### src/rtl/transmitter_fifo.sv
// Byte-wide FIFO feeding an 8N1 serial transmitter; one bounderClock edge per bit time.
// Frames run back-to-back while bytes are queued; DONE pulses for the cycle after each stop bit.
module transmitter_fifo #(
  parameter int FIFO_DEPTH = 4
) (
  input  logic       bounderClock,
  input  logic       reset,
  input  logic [7:0] datain,
  input  logic       IN_WRITE,
  output logic       txbit,
  output logic       OUT_STATUS_FULL,
  output logic       OUT_STATUS_BUSY,
  output logic       OUT_STATUS_DONE,
  output logic [1:0] o_dbg_state
);

  localparam int PTR_W = $clog2(FIFO_DEPTH);
  localparam int CNT_W = $clog2(FIFO_DEPTH + 1);

  typedef enum logic [1:0] {
    S_IDLE  = 2'd0,
    S_START = 2'd1,
    S_DATA  = 2'd2,
    S_STOP  = 2'd3
  } state_t;

  state_t             r_state;
  state_t             w_state_nxt;
  logic [7:0]         r_mem [FIFO_DEPTH];
  logic [PTR_W-1:0]   r_wr_ptr;
  logic [PTR_W-1:0]   r_rd_ptr;
  logic [CNT_W-1:0]   r_count;
  logic [7:0]         r_shift;
  logic [2:0]         r_idx;
  logic               r_txbit;
  logic               r_done;

  logic               w_full;
  logic               w_wr_acc;
  logic               w_pop;
  logic [7:0]         w_shift_nxt;
  logic [2:0]         w_idx_nxt;
  logic               w_tx_nxt;
  logic               w_done_nxt;

  // Full is taken from the registered count, so a write offered while full is
  // dropped even when the transmitter frees a slot on that same edge.
  assign w_full   = (r_count == CNT_W'(FIFO_DEPTH));
  assign w_wr_acc = IN_WRITE && !w_full;

  // FSM next-state and datapath next values.
  always_comb begin
    w_state_nxt = r_state;
    w_shift_nxt = r_shift;
    w_idx_nxt   = r_idx;
    w_tx_nxt    = r_txbit;
    w_done_nxt  = 1'b0;
    w_pop       = 1'b0;
    case (r_state)
      S_IDLE: begin
        w_tx_nxt = 1'b1;
        if (r_count != '0) begin
          w_pop       = 1'b1;
          w_shift_nxt = r_mem[r_rd_ptr];
          w_tx_nxt    = 1'b0;
          w_state_nxt = S_START;
        end
      end
      S_START: begin
        w_tx_nxt    = r_shift[0];
        w_idx_nxt   = 3'd0;
        w_state_nxt = S_DATA;
      end
      S_DATA: begin
        if (r_idx == 3'd7) begin
          w_tx_nxt    = 1'b1;
          w_state_nxt = S_STOP;
        end else begin
          w_shift_nxt = r_shift >> 1;
          w_tx_nxt    = r_shift[1];
          w_idx_nxt   = r_idx + 3'd1;
        end
      end
      S_STOP: begin
        w_done_nxt = 1'b1;
        if (r_count != '0) begin
          w_pop       = 1'b1;
          w_shift_nxt = r_mem[r_rd_ptr];
          w_tx_nxt    = 1'b0;
          w_state_nxt = S_START;
        end else begin
          w_tx_nxt    = 1'b1;
          w_state_nxt = S_IDLE;
        end
      end
      default: begin
        w_tx_nxt    = 1'b1;
        w_state_nxt = S_IDLE;
      end
    endcase
  end

  always_ff @(posedge bounderClock) begin
    if (reset) begin
      r_state <= S_IDLE;
      r_txbit <= 1'b1;
      r_idx   <= 3'd0;
      r_done  <= 1'b0;
    end else begin
      r_state <= w_state_nxt;
      r_txbit <= w_tx_nxt;
      r_idx   <= w_idx_nxt;
      r_done  <= w_done_nxt;
    end
  end

  // Storage and shift register hold no reset value.
  always_ff @(posedge bounderClock) begin
    r_shift <= w_shift_nxt;
    if (w_wr_acc && !reset) begin
      r_mem[r_wr_ptr] <= datain;
    end
  end

  always_ff @(posedge bounderClock) begin
    if (reset) begin
      r_wr_ptr <= '0;
      r_rd_ptr <= '0;
      r_count  <= '0;
    end else begin
      if (w_wr_acc) r_wr_ptr <= r_wr_ptr + PTR_W'(1);
      if (w_pop)    r_rd_ptr <= r_rd_ptr + PTR_W'(1);
      case ({w_wr_acc, w_pop})
        2'b10:   r_count <= r_count + CNT_W'(1);
        2'b01:   r_count <= r_count - CNT_W'(1);
        default: r_count <= r_count;
      endcase
    end
  end

  assign txbit           = r_txbit;
  assign OUT_STATUS_FULL = w_full;
  assign OUT_STATUS_BUSY = (r_state != S_IDLE) || (r_count != '0);
  assign OUT_STATUS_DONE = r_done;
  assign o_dbg_state     = r_state;

endmodule
### config.mk
export PLATFORM = sky130hd
export DESIGN_NAME = transmitter_fifo
export DESIGN_NICKNAME = d
export VERILOG_FILES = /design/src/rtl/transmitter_fifo.sv
export SDC_FILE = /design/constraint.sdc
export NUM_CORES = 1
export LEC_CHECK = 0
export CAP_MARGIN = 20
export CELL_PAD_IN_SITES_DETAIL_PLACEMENT = 1
export CELL_PAD_IN_SITES_GLOBAL_PLACEMENT = 2
export CORE_MARGIN = 8
export CORE_UTILIZATION = 41
export DETAILED_ROUTE_END_ITERATION = 12
export PLACE_DENSITY_LB_ADDON = 0.12
export REMOVE_ABC_BUFFERS = 1
export SLEW_MARGIN = 5
export SYNTH_ARGS = -nofsm -noshare
export SYNTH_HDL_FRONTEND = slang
export SYNTH_SLANG_ARGS = --single-unit
### constraint.sdc
create_clock -name bounderClock -period 2.7 [get_ports bounderClock]
set_input_delay 0.54 -clock bounderClock [delete_from_list [all_inputs] [get_ports bounderClock]]
set_output_delay 0.54 -clock bounderClock [all_outputs]
set_load 0.1 [all_outputs]
# After elaboration in Yosys (flattened, before gate mapping)
# Memories as Yosys holds them, arrays and structs flattened. A register that Yosys moved wholly into a read port is not among the register bits.
# Cells that the tools add are included.
[op_classes]
eq_ne = 11
n_reduce_logical = 15
add_sub_neg = 5
n_mux = 20
[ops]
columns = ["cell", "n"]
rows = [
  ["$mux 8", 2],
  ["$pmux 8 s2", 1],
  ["$pmux 3 s2", 2],
  ["$mux 1", 8],
  ["$mux 2", 4],
  ["$pmux 2 s4", 1],
  ["$reduce_bool 2->1", 4],
  ["$add 3x1->3 const B", 2],
  ["$eq 2x2->1 const B", 3],
  ["$eq 3x3->1 const B", 2],
  ["$ne 2x2->1 const B", 3],
  ["$add 2x1->2 const B", 2],
  ["$eq 2x1->1 const B", 2],
  ["$reduce_and 2->1", 2],
  ["$mux 3", 1],
  ["$pmux 1 s3", 1],
  ["$reduce_and 3->1", 1],
  ["$reduce_bool 3->1", 1],
  ["$sub 3x1->3 const B", 1],
  ["$logic_and 1x1->1", 2],
  ["$logic_not 1->1", 2],
  ["$logic_not 2->1", 1],
  ["$ne 2x1->1 const B", 1],
  ["$reduce_or 2->1", 1],
  ["$logic_or 1x1->1", 1],
]
[totals]
input_bits = 11
ram_bits = 32
memories = 1
output_inout_bits = 6
wordCells = 60
regBits = 22
[memory_table]
columns = ["name", "depth", "word_bits", "read_ports", "rd_clocked_by_memory_dff", "write_ports", "line", "source"]
rows = [
  ["r_mem", 4, 8, 1, 1, 1, "29", "logic [7:0] r_mem [FIFO_DEPTH];"],
]

# Depth between registers and ports, before layout
# Gate-level depths: netlist of run 1.
[depth]
word_depth = 6
ltp_mapped = 11

# Worst setup path before layout of run 1
# OpenSTA, ideal clock, no wires.
[synth_timing]
kind = "reg-to-reg"
start = "reg r_state[0], in the netlist o_dbg_state[0]"
end = "reg r_count[2]"
path_stages_with_launch = 12
slack_ns = -0.568
t_arrival_ns = 3.197
cell_sequence = "dfxtp_1 -> inv_1 -> ha_1 -> clkbuf_1 -> clkbuf_1 -> nor2_1 -> ha_1 -> inv_1 -> fa_1 -> xor2_1 -> or3_1 -> a21oi_1"
[synth_via]
elab_chain_len = 5
word_cells_on_any_way = 8
cone_classes = "3 x eq/ne; 2 x mux; 3 x reduce/logical"
[synth_lines]
columns = ["element", "line", "source"]
rows = [
  ["start: declaration", "27", "state_t r_state;"],
  ["start signal: assignment", "110", "r_state <= w_state_nxt;"],
  ["$eq 2x2->1 / $logic_not 2->1 (equally long branches)", "59", "case (r_state)"],
  ["$reduce_or 2->1 (no line) *", "--", ""],
  ["$mux 1 *", "--", ""],
  ["named net w_pop", "40", "logic w_pop;"],
  ["$eq 2x1->1 / $eq 2x2->1 (equally long branches)", "133", "case ({w_wr_acc, w_pop})"],
  ["$pmux 3 s2 / $reduce_bool 2->1 (equally long branches)", "--", ""],
  ["end signal: assignment", "134", "2'b10: r_count <= r_count + CNT_W'(1);"],
  ["end signal: assignment", "135", "2'b01: r_count <= r_count - CNT_W'(1);"],
  ["end signal: assignment", "136", "default: r_count <= r_count;"],
  ["end: declaration", "32", "logic [CNT_W-1:0] r_count;"],
]
# The timed path passes the listed nets; every way through them passes the cells marked *.
# A chain may end at the register's enable or synchronous reset.

# Final worst setup path of run 1
[layout_timing]
start = "reg r_state[0], in the netlist o_dbg_state[0]"
end = "out OUT_STATUS_BUSY"
[layout_via]
elab_chain_len = 2
[layout_lines]
columns = ["element", "line", "source"]
rows = [
  ["$reduce_bool 2->1", "143", "assign OUT_STATUS_BUSY = (r_state != S_IDLE) || (r_count != '0);"],
  ["$logic_or 1x1->1", "143", ""],
  ["end: declaration", "12", "output logic OUT_STATUS_BUSY,"],
]
# Every way passes these cells.

==> run summary, run 1 <==
Die height: 92.2 microns
I/O Buffers: 16
Hold buffers post-CTS: 0
Mapped Area: 2380 sq um
Hold Path Class: flop to flop
GR Overflow Total: 0
Status: finished clean
Sequential area share after synthesis: 64.0%
Die Area: 8490 sq um
Core area: 5540 sq um
Critical path capture point type: primary output
Syn Inst Count: 162
First-pass GRT wire length: 7330 microns
Post-layout min period: 2.38 ns
Cell Area, Placed: 2620 sq um
Asr flop ratio synth: 0%
Post-Route WL: 4380 microns
M2 GR Usage: 18.8%
Final Skew: 0.00881 ns
Max Cap Viol: 0
Synth top area cells: edfxtp_1 (50%), dfxtp_1 (13%), mux4_2 (7.6%), ha_1 (6.3%), mux2_2 (3.3%)
# rows: 27
Initial DRC Count: 43
Top Ports: 17
Yosys cell types: 30
Worst-Skew Late Latency: 0.31 ns
Flops & latches, synth: 56
Fmax: 420 MHz
Worst Path Arrival: 1.84 ns
CTS tree: yes
Synthesis warning total: 0
Vias after detailed routing: 1302
Tcrit/Tclk final: 88.2%
GPL Wtd Cong: 0.698
CTS root buffer: clkbuf_8
Reg2Reg Setup Slack: 0.35 ns
Lkg Pwr: 0.954 nW
Initial antenna violation count: 0
Post-DP HPWL: 3240 microns
Met1 GRT Util: 13.0%
Layout cell share with drive strength beyond 1: 19.2%
Met3 usage: 3.42%
Post-synth EDFFs: 40
Layout overhead on the synthesized area: 14.1%
Cts bufs inserted: 5
Top_reg_cell synth: edfxtp_1
Final setup violation count: 0
Top-area cell type share of the netlist area: 50.5%
Initial Utilization: 42.9%
GR Util All Layers: 11.0%
Nets: 205
Vias per cell: 5.13
Depth of the most critical reg-to-reg path: 8
Endpoints failing hold: 0
Initial DRT Pass Iterations: 4
CP max FO: 5
Hold Path Cell Cnt: 1
Synth area leader: edfxtp_1
Avg Inst Size Synth: 14.7 sq um
Post-CTS Setup Inserts: 0
Diodes inserted: 0
Max-slew violations: 0
Relative slew slack: 63.6%
Crit Path Class: flop to primary output
Number of global-route vias before repair: 1478
Reg-to-reg endpoint: r_count[2]
Post-cts gate resize count: 0
Post-route cell area: 2710 sq um
Hold Path Sink: txbit
# H-tree levels: 2
Worst-path clk slew: 0.11 ns
Largest net degree at the start of global routing: 21
Max Buffers Root-to-Sink: 2
Setup TNS: 0 ns
Worst slew pin tran: 0.546 ns
VDD IR max: 729 uV
Final ANT Viol Nets: 0
Die X: 92.2 microns
DRC viols: 0
Wire per inst: 17.2 microns
Unrepaired setup endpoints after global routing: false
Critical Path RT: 2.16 ns
Critical R2R Launch: r_count[2]
Hold Crit Start: r_shift[0]
Critical Path Source Type: flop
Busiest grt layer: met2
Number of clock sinks: 56
PwrDens: 1120 nW/um^2
-- placed cells by master (no fill, tap or decap), drive strengths merged --
cell	count
edfxtp	40
a21o	1
and2	6
nand3	3
o211ai	1
a21oi	14
or4	2
nor2b	4
clkbuf	5
a41o	1
ha	12
a211o	1
inv	14
o21ai	8
nor3	2
clkdlybuf4s50	10
nand2	3
mux2	7
or3b	1
buf	8
nand2b	2
xor2	2
dfxtp	16
nor2	5
o31ai	2
or4b	1
fa	1
mux4	8
or3	2
-- per-layer routing --
metal | routed length, microns | vias to the layer above
met1 | 2020 | 643
met4 | 36 | 0
met5 | 0 | -
met3 | 151 | 4
met2 | 2160 | 18
li1 | - | 637
-- per-stage QoR --
stage	hold WS, ns	setup slack, ns	util [%]	instances	power [mW]
after floorplan	0.428	-0.403	-	156	2.23
after global placement	0.442	0.386	47.2	246	2.51
after detailed placement	0.457	0.303	47.2	246	2.58
after CTS	0.487	0.312	49.0	254	3.08
after global routing	0.505	0.224	49.0	254	3.22
final	0.491	0.319	49.0	254	3.04
-- how the worst max path moves through the flow --
stage | end | start | cells after the start
4_1_cts | OUT_STATUS_BUSY | o_dbg_state[0] | 4
3_5_place_dp | r_count[2] | IN_WRITE | 8
3_3_place_gp | r_count[2] | IN_WRITE | 8
2_1_floorplan | r_count[2] | o_dbg_state[0] | 9
5_1_grt | OUT_STATUS_BUSY | o_dbg_state[0] | 4
6_report | OUT_STATUS_BUSY | o_dbg_state[0] | 4
-- Yosys cell counts (3+ instances only) --
cell	n
o21ai_0	8
a21oi_1	12
dfxtp_1	16
inv_1	11
ha_1	12
mux2_2	7
and2_1	6
nand3_1	3
edfxtp_1	40
mux4_2	8
nor2_1	5
clkbuf_1	4
nand2_1	3
nor2b_1	4
-- cell type report --
type	instances	area [sq um]
fillers	576	2830
flip-flops and latches	56	1520
multi-input cells	89	791
repair buffers	18	173
well taps	72	90.1
clock buffers	5	68.8
inverters	11	41.3
clock inverters	3	28.8
-- power breakdown --
group | total [mW] | internal [mW] | switching, mW
clock network | 0.495 | 0.197 | 0.298
logic | 1.27 | 0.477 | 0.790
registers | 1.28 | 1.15 | 0.128
total | 3.04 | 1.82 | 1.22
-- worst max-delay path, cell delays in order, from the launching register on --
cell and delay (ns):
dfxtp_1 0.37, inv_1 0.16, ha_1 0.17, or4b_1 0.54
buf_4 0.28
-- logic make-up (layout without fill, tap and decap cells) --
group                      Yosys count  in the layout  share of synthesized area [%]
xor gates and xnor gates             2              2                          0.737
buffers and inverters               17             37                           2.79
AOI/OAI and AO/OA                   28             28                           7.00
adders and majority gates           13             13                           7.15
muxes                               15             15                           10.9
and+or+nand+nor                     31             31                           7.47
DFF                                 56             56                           64.0
-- state kept, by name, indices dropped and copies added, names as in the netlist, named ones only --
register and count:
r_count 3, txbit 1, r_shift 8, o_dbg_state 2, OUT_STATUS_DONE 1, r_wr_ptr 2
r_idx 3, r_mem 32, r_rd_ptr 2
Power figures use the tool's default switching activity.
==> run 2, diff against run 1 <==
--- a/config.mk
+++ b/config.mk
@@ -5,11 +5,11 @@
 export SDC_FILE = /design/constraint.sdc
 export NUM_CORES = 1
 export LEC_CHECK = 0
-export CAP_MARGIN = 20
+export CAP_MARGIN = 5
 export CELL_PAD_IN_SITES_DETAIL_PLACEMENT = 1
 export CELL_PAD_IN_SITES_GLOBAL_PLACEMENT = 2
 export CORE_MARGIN = 8
-export CORE_UTILIZATION = 41
+export CORE_UTILIZATION = 40
 export DETAILED_ROUTE_END_ITERATION = 12
 export PLACE_DENSITY_LB_ADDON = 0.12
 export REMOVE_ABC_BUFFERS = 1
==> run 2 against run 1 <==
Against the previous run: worst setup slack better by 0.019 ns; fmax up 0.81%; clock power down 4.6%; via count up 4.5%; total power down 0.71%; wire length up 5.7%; sequential cell count unchanged; sequential share of layout area up 0.052 points; combinational power about the same; highest routed layer unchanged.
==> run summary, run 2 (same netlist as run 1, synthesis figures left out) <==
Status: finished clean
Pwr Total: 3.02 mW
Final Skew: 0.00502 ns
Setup crit start: o_dbg_state[0]
Final ANT Viol Nets: 0
Die Area: 8670 sq um
Cts bufs inserted: 5
Worst-Skew Late Latency: 0.31 ns
Critical Path Source Type: flop
Initial Utilization: 40.7%
Crit Path Class: flop to primary output
Largest net degree at the start of global routing: 19
GPL Wtd Cong: 0.691
Setup TNS: 0 ns
Worst slew pin tran: 0.523 ns
Max-slew violations: 0
Post-DP HPWL: 3380 microns
Die height: 93.1 microns
Final setup violation count: 0
Wire per inst: 18.0 microns
Critical R2R Launch: r_count[2]
Hold Path Class: flop to flop
Number of global-route vias before repair: 1479
Reg-to-reg endpoint: r_count[2]
Initial DRT Pass Iterations: 4
Number of clock sinks: 56
Unrepaired setup endpoints after global routing: false
# rows: 28
Worst Path Arrival: 1.82 ns
Worst path cell trace: inv_1, ha_1, or4b_1, buf_4
Initial antenna violation count: 0
GR Overflow Total: 0
Top Ports: 17
Core area: 5850 sq um
Slowest stage delay, CP: 0.53 ns
Worst-path clk slew: 0.10 ns
Cell at the slowest stage of the critical path: or4b_1
Endpoints failing hold: 0
# H-tree levels: 2
Layout overhead on the synthesized area: 14.0%
CTS tree: yes
# fillers: 571
Critical path capture point type: primary output
Vias per cell: 5.30
GR Util All Layers: 11.4%
Post-Route WL: 4620 microns
Reg2Reg Setup Slack: 0.34 ns
Relative slew slack: 65.1%
Worst Slack Setup Final: 0.338 ns
CP Capture Point: OUT_STATUS_BUSY
DP Worst Slack: 0.287 ns
Post-cts gate resize count: 0
VDD IR max: 708 uV
Depth of the most critical reg-to-reg path: 8
Max Buffers Root-to-Sink: 2
I/O Buffers: 16
Vias after detailed routing: 1361
Layout cell share with drive strength beyond 1: 19.2%
Max reg flops: 32
Nets: 205
Lkg Pwr: 0.952 nW
Hold buffers post-CTS: 0
Tcrit/Tclk final: 87.5%
Post-CTS Setup Inserts: 0
CTS root buffer: clkbuf_8
PwrDens: 1110 nW/um^2
First-pass GRT wire length: 7520 microns
Most frequent cells in the layout: edfxtp_1 (40), dfxtp_1 (16), a21oi_1 (12), ha_1 (12), inv_1 (11)
Diodes inserted: 0
Fmax: 423 MHz
Post-layout min period: 2.36 ns
DRC viols: 0
Die X: 93.1 microns
Initial DRC Count: 52
Max Cap Viol: 0
CP max FO: 5
Biggest regs: r_mem: 32 flops, r_shift: 8 flops
Biggest register: r_mem
Critical Path RT: 2.16 ns
Most common cell after layout, fill and taps aside: edfxtp_1
[run 2: cell types whose count changed in the layout (fill, tap and decap cells not counted), sizes merged]
cell    change
clkinv      +2
inv         -2
[run 2: how the worst min path moves through the flow]
stage                     cells past startpoint    end        from  slack (ns)
after floorplan                               1  txbit  r_shift[0]        0.43
after detailed placement                      1  txbit  r_shift[0]        0.44
after CTS                                     1  txbit  r_shift[0]        0.47
final                                         1  txbit  r_shift[0]        0.47
after global placement                        1  txbit  r_shift[0]        0.45
after global routing                          1  txbit  r_shift[0]        0.50
[run 2: routing by layer]
metal	vias up	wire length [microns]	GRT usage, %
met5	-	0	0
met4	0	79	4.16
met3	7	117	3.37
met2	18	2360	19.6
met1	703	2070	13.2
li1	633	-	-
[run 2: per-stage QoR]
| step | hold WS [ns] | utilization, % | area [sq um] | std cells |
|---|---|---|---|---|
| after floorplan | 0.428 | - | 2350 | 156 |
| after global placement | 0.446 | 44.8 | 2620 | 249 |
| after detailed placement | 0.442 | 44.8 | 2620 | 249 |
| after CTS | 0.470 | 46.3 | 2710 | 257 |
| after global routing | 0.499 | 46.3 | 2710 | 257 |
| final | 0.470 | 46.3 | 2710 | 257 |
[run 2: power breakdown]
| group | internal [mW] | switching, mW | leakage [nW] |
|---|---|---|---|
| clock network | 0.187 | 0.285 | 0.0485 |
| logic | 0.478 | 0.784 | 0.404 |
| registers | 1.15 | 0.134 | 0.499 |
| total | 1.81 | 1.20 | 0.952 |
[run 2: critical path: cells and delay by family (launching register included)]
family                     cells  cell delay, ns
and+or+nand+nor                1            0.53
buffers and inverters          2            0.45
DFF                            1            0.37
adders and majority gates      1            0.16
[run 2: final cells by class]
| type | count | area, sq um | share of cell area [%] |
|---|---|---|---|
| Clock inverter | 3 | 22.5 | 0.831 |
| Multi-Input combinational cell | 89 | 791 | 29.2 |
| Clock buffer | 5 | 68.8 | 2.54 |
| Timing Repair Buffer | 18 | 173 | 6.37 |
| Sequential cell | 56 | 1520 | 56.1 |
| Inverter | 11 | 41.3 | 1.52 |
| Tap cell | 75 | 93.8 | 3.46 |
==> run 3, diff against run 2 <==
--- a/config.mk
+++ b/config.mk
@@ -5,7 +5,6 @@
 export SDC_FILE = /design/constraint.sdc
 export NUM_CORES = 1
 export LEC_CHECK = 0
-export CAP_MARGIN = 5
 export CELL_PAD_IN_SITES_DETAIL_PLACEMENT = 1
 export CELL_PAD_IN_SITES_GLOBAL_PLACEMENT = 2
 export CORE_MARGIN = 8
==> constraint.sdc (replaced) <==
create_clock -name bounderClock -period 2.92 [get_ports bounderClock]
set_input_delay 0.584 -clock bounderClock [delete_from_list [all_inputs] [get_ports bounderClock]]
set_output_delay 0.584 -clock bounderClock [all_outputs]
set_load 0.1 [all_outputs]
==> run 3 against run 2 <==
Against the previous run: sequential cell count is the same; combinational power shrank 9%; wire length shrank 6.1%; worst hold slack got worse by 0.0011 ns; largest power group unchanged; highest routed layer unchanged.
==> run summary, run 3 (same netlist as run 1, synthesis figures left out) <==
VDD IR max: 436 uV
Final setup violation count: 0
Critical R2R Launch: r_count[2]
GR Util All Layers: 10.7%
DRC viols: 0
Die X: 93.1 microns
Tcrit/Tclk final: 81.5%
Worst-Skew Late Latency: 0.30 ns
Post-DP HPWL: 3180 microns
Largest net degree at the start of global routing: 18
Hold buffers post-CTS: 0
Wire per inst: 16.9 microns
Number of clock sinks: 56
Hold Path Class: flop to flop
M2 GR Usage: 18.2%
Critical Path RT: 2.34 ns
Post-cts gate resize count: 0
Busiest grt layer: met2
Final Util: 46.1%
CTS root buffer: clkbuf_8
PwrDens: 1020 nW/um^2
Initial DRT Pass Iterations: 4
Final ANT Viol Nets: 0
I/O Buffers: 16
Initial antenna violation count: 0
Initial DRC Count: 79
DP Worst Slack: 0.431 ns
Top Ports: 17
CP max FO: 5
Slowest stage delay, CP: 0.52 ns
GR Overflow Total: 0
WP buf/inv: 2
Worst-path clk slew: 0.10 ns
Most frequent cells in the layout: edfxtp_1 (40), dfxtp_1 (16), a21oi_1 (12), ha_1 (12), inv_1 (11)
Met1 GRT Util: 12.4%
Relative slew slack: 64.7%
Layout overhead on the synthesized area: 13.4%
Core area: 5850 sq um
Cts bufs inserted: 5
Biggest regs: r_mem: 32 flops, r_shift: 8 flops
Max Cap Viol: 0
Lkg Pwr: 0.942 nW
Die height: 93.1 microns
Post-layout min period: 2.38 ns
Cell Area, Placed: 2610 sq um
Nets: 205
Layout cell share with drive strength beyond 1: 18.7%
Pwr Total: 2.74 mW
Unrepaired setup endpoints after global routing: false
Met3 usage: 3.53%
Worst Slack Setup Final: 0.541 ns
Max reg flops: 32
Diodes inserted: 0
Cell at the slowest stage of the critical path: or4b_1
Post-CTS Setup Inserts: 0
Max-slew violations: 0
Vias per cell: 5.16
Final Skew: 0.00624 ns
Post-route cell area: 2700 sq um
Hold Crit Start: r_shift[0]
CTS tree: yes
Status: finished clean
Max Buffers Root-to-Sink: 2
Worst Path Arrival: 1.80 ns
Worst slew pin tran: 0.529 ns
Most common cell after layout, fill and taps aside: edfxtp_1
Setup crit start: o_dbg_state[0]
Worst path cell trace: inv_1, ha_1, or4b_1, buf_4
Crit Path Class: flop to primary output
# rows: 28
Critical path capture point type: primary output
Fmax: 420 MHz
Post-Route WL: 4340 microns
CP top delay family: simple AND/OR/NAND/NOR gates
Die Area: 8670 sq um
GPL Wtd Cong: 0.750
Critical Path Source Type: flop
Number of global-route vias before repair: 1448
Vias after detailed routing: 1326
Biggest register: r_mem
First-pass GRT wire length: 7130 microns
Initial Utilization: 40.7%
# H-tree levels: 2
Endpoints failing hold: 0
==> run 3: cell count changes in the layout (fill, tap and decap cells not counted), sizes merged <==
cell	change
clkbuf	+1
clkinv	-1
clkinvlp	+1
inv	-1
==> run 3: path summary, 6_finish.rpt <==
kind                           to  slack (ns)  cells after the start
setup / recovery  OUT_STATUS_BUSY        0.54                      4
hold / removal              txbit        0.47                      1
hold reg to reg             txbit        0.47                      1
setup reg to reg       r_count[2]        0.55                      8
==> run 3: routing by layer <==
layer	share of wire [%]	wire length [microns]	vias up
li1	-	-	638
met1	44	1930	670
met2	52	2250	14
met3	2.9	124	4
met4	0.85	37	0
met5	0	0	-
==> run 3: layout make-up <==
type	instances	area (sq um)
multi-input combinational	89	791
tap	75	93.8
sequential	56	1520
fill	588	3150
clock buffer	6	72.6
timing repair buffer	18	160
inverter	11	41.3
clock inverter	2	16.3
==> run 3: where the power goes <==
group	internal [mW]	switching, mW
registers	1.06	0.117
logic	0.431	0.720
clock network	0.171	0.242
total	1.67	1.08
==> run 3: per-stage QoR <==
| step | instances | hold slack (ns) | TNS [ns] |
|---|---|---|---|
| floorplan | 156 | 0.428 | -0.183 |
| global placement | 249 | 0.448 | 0 |
| detailed placement | 249 | 0.449 | 0 |
| CTS | 257 | 0.476 | 0 |
| global route | 257 | 0.486 | 0 |
| finish | 257 | 0.469 | 0 |
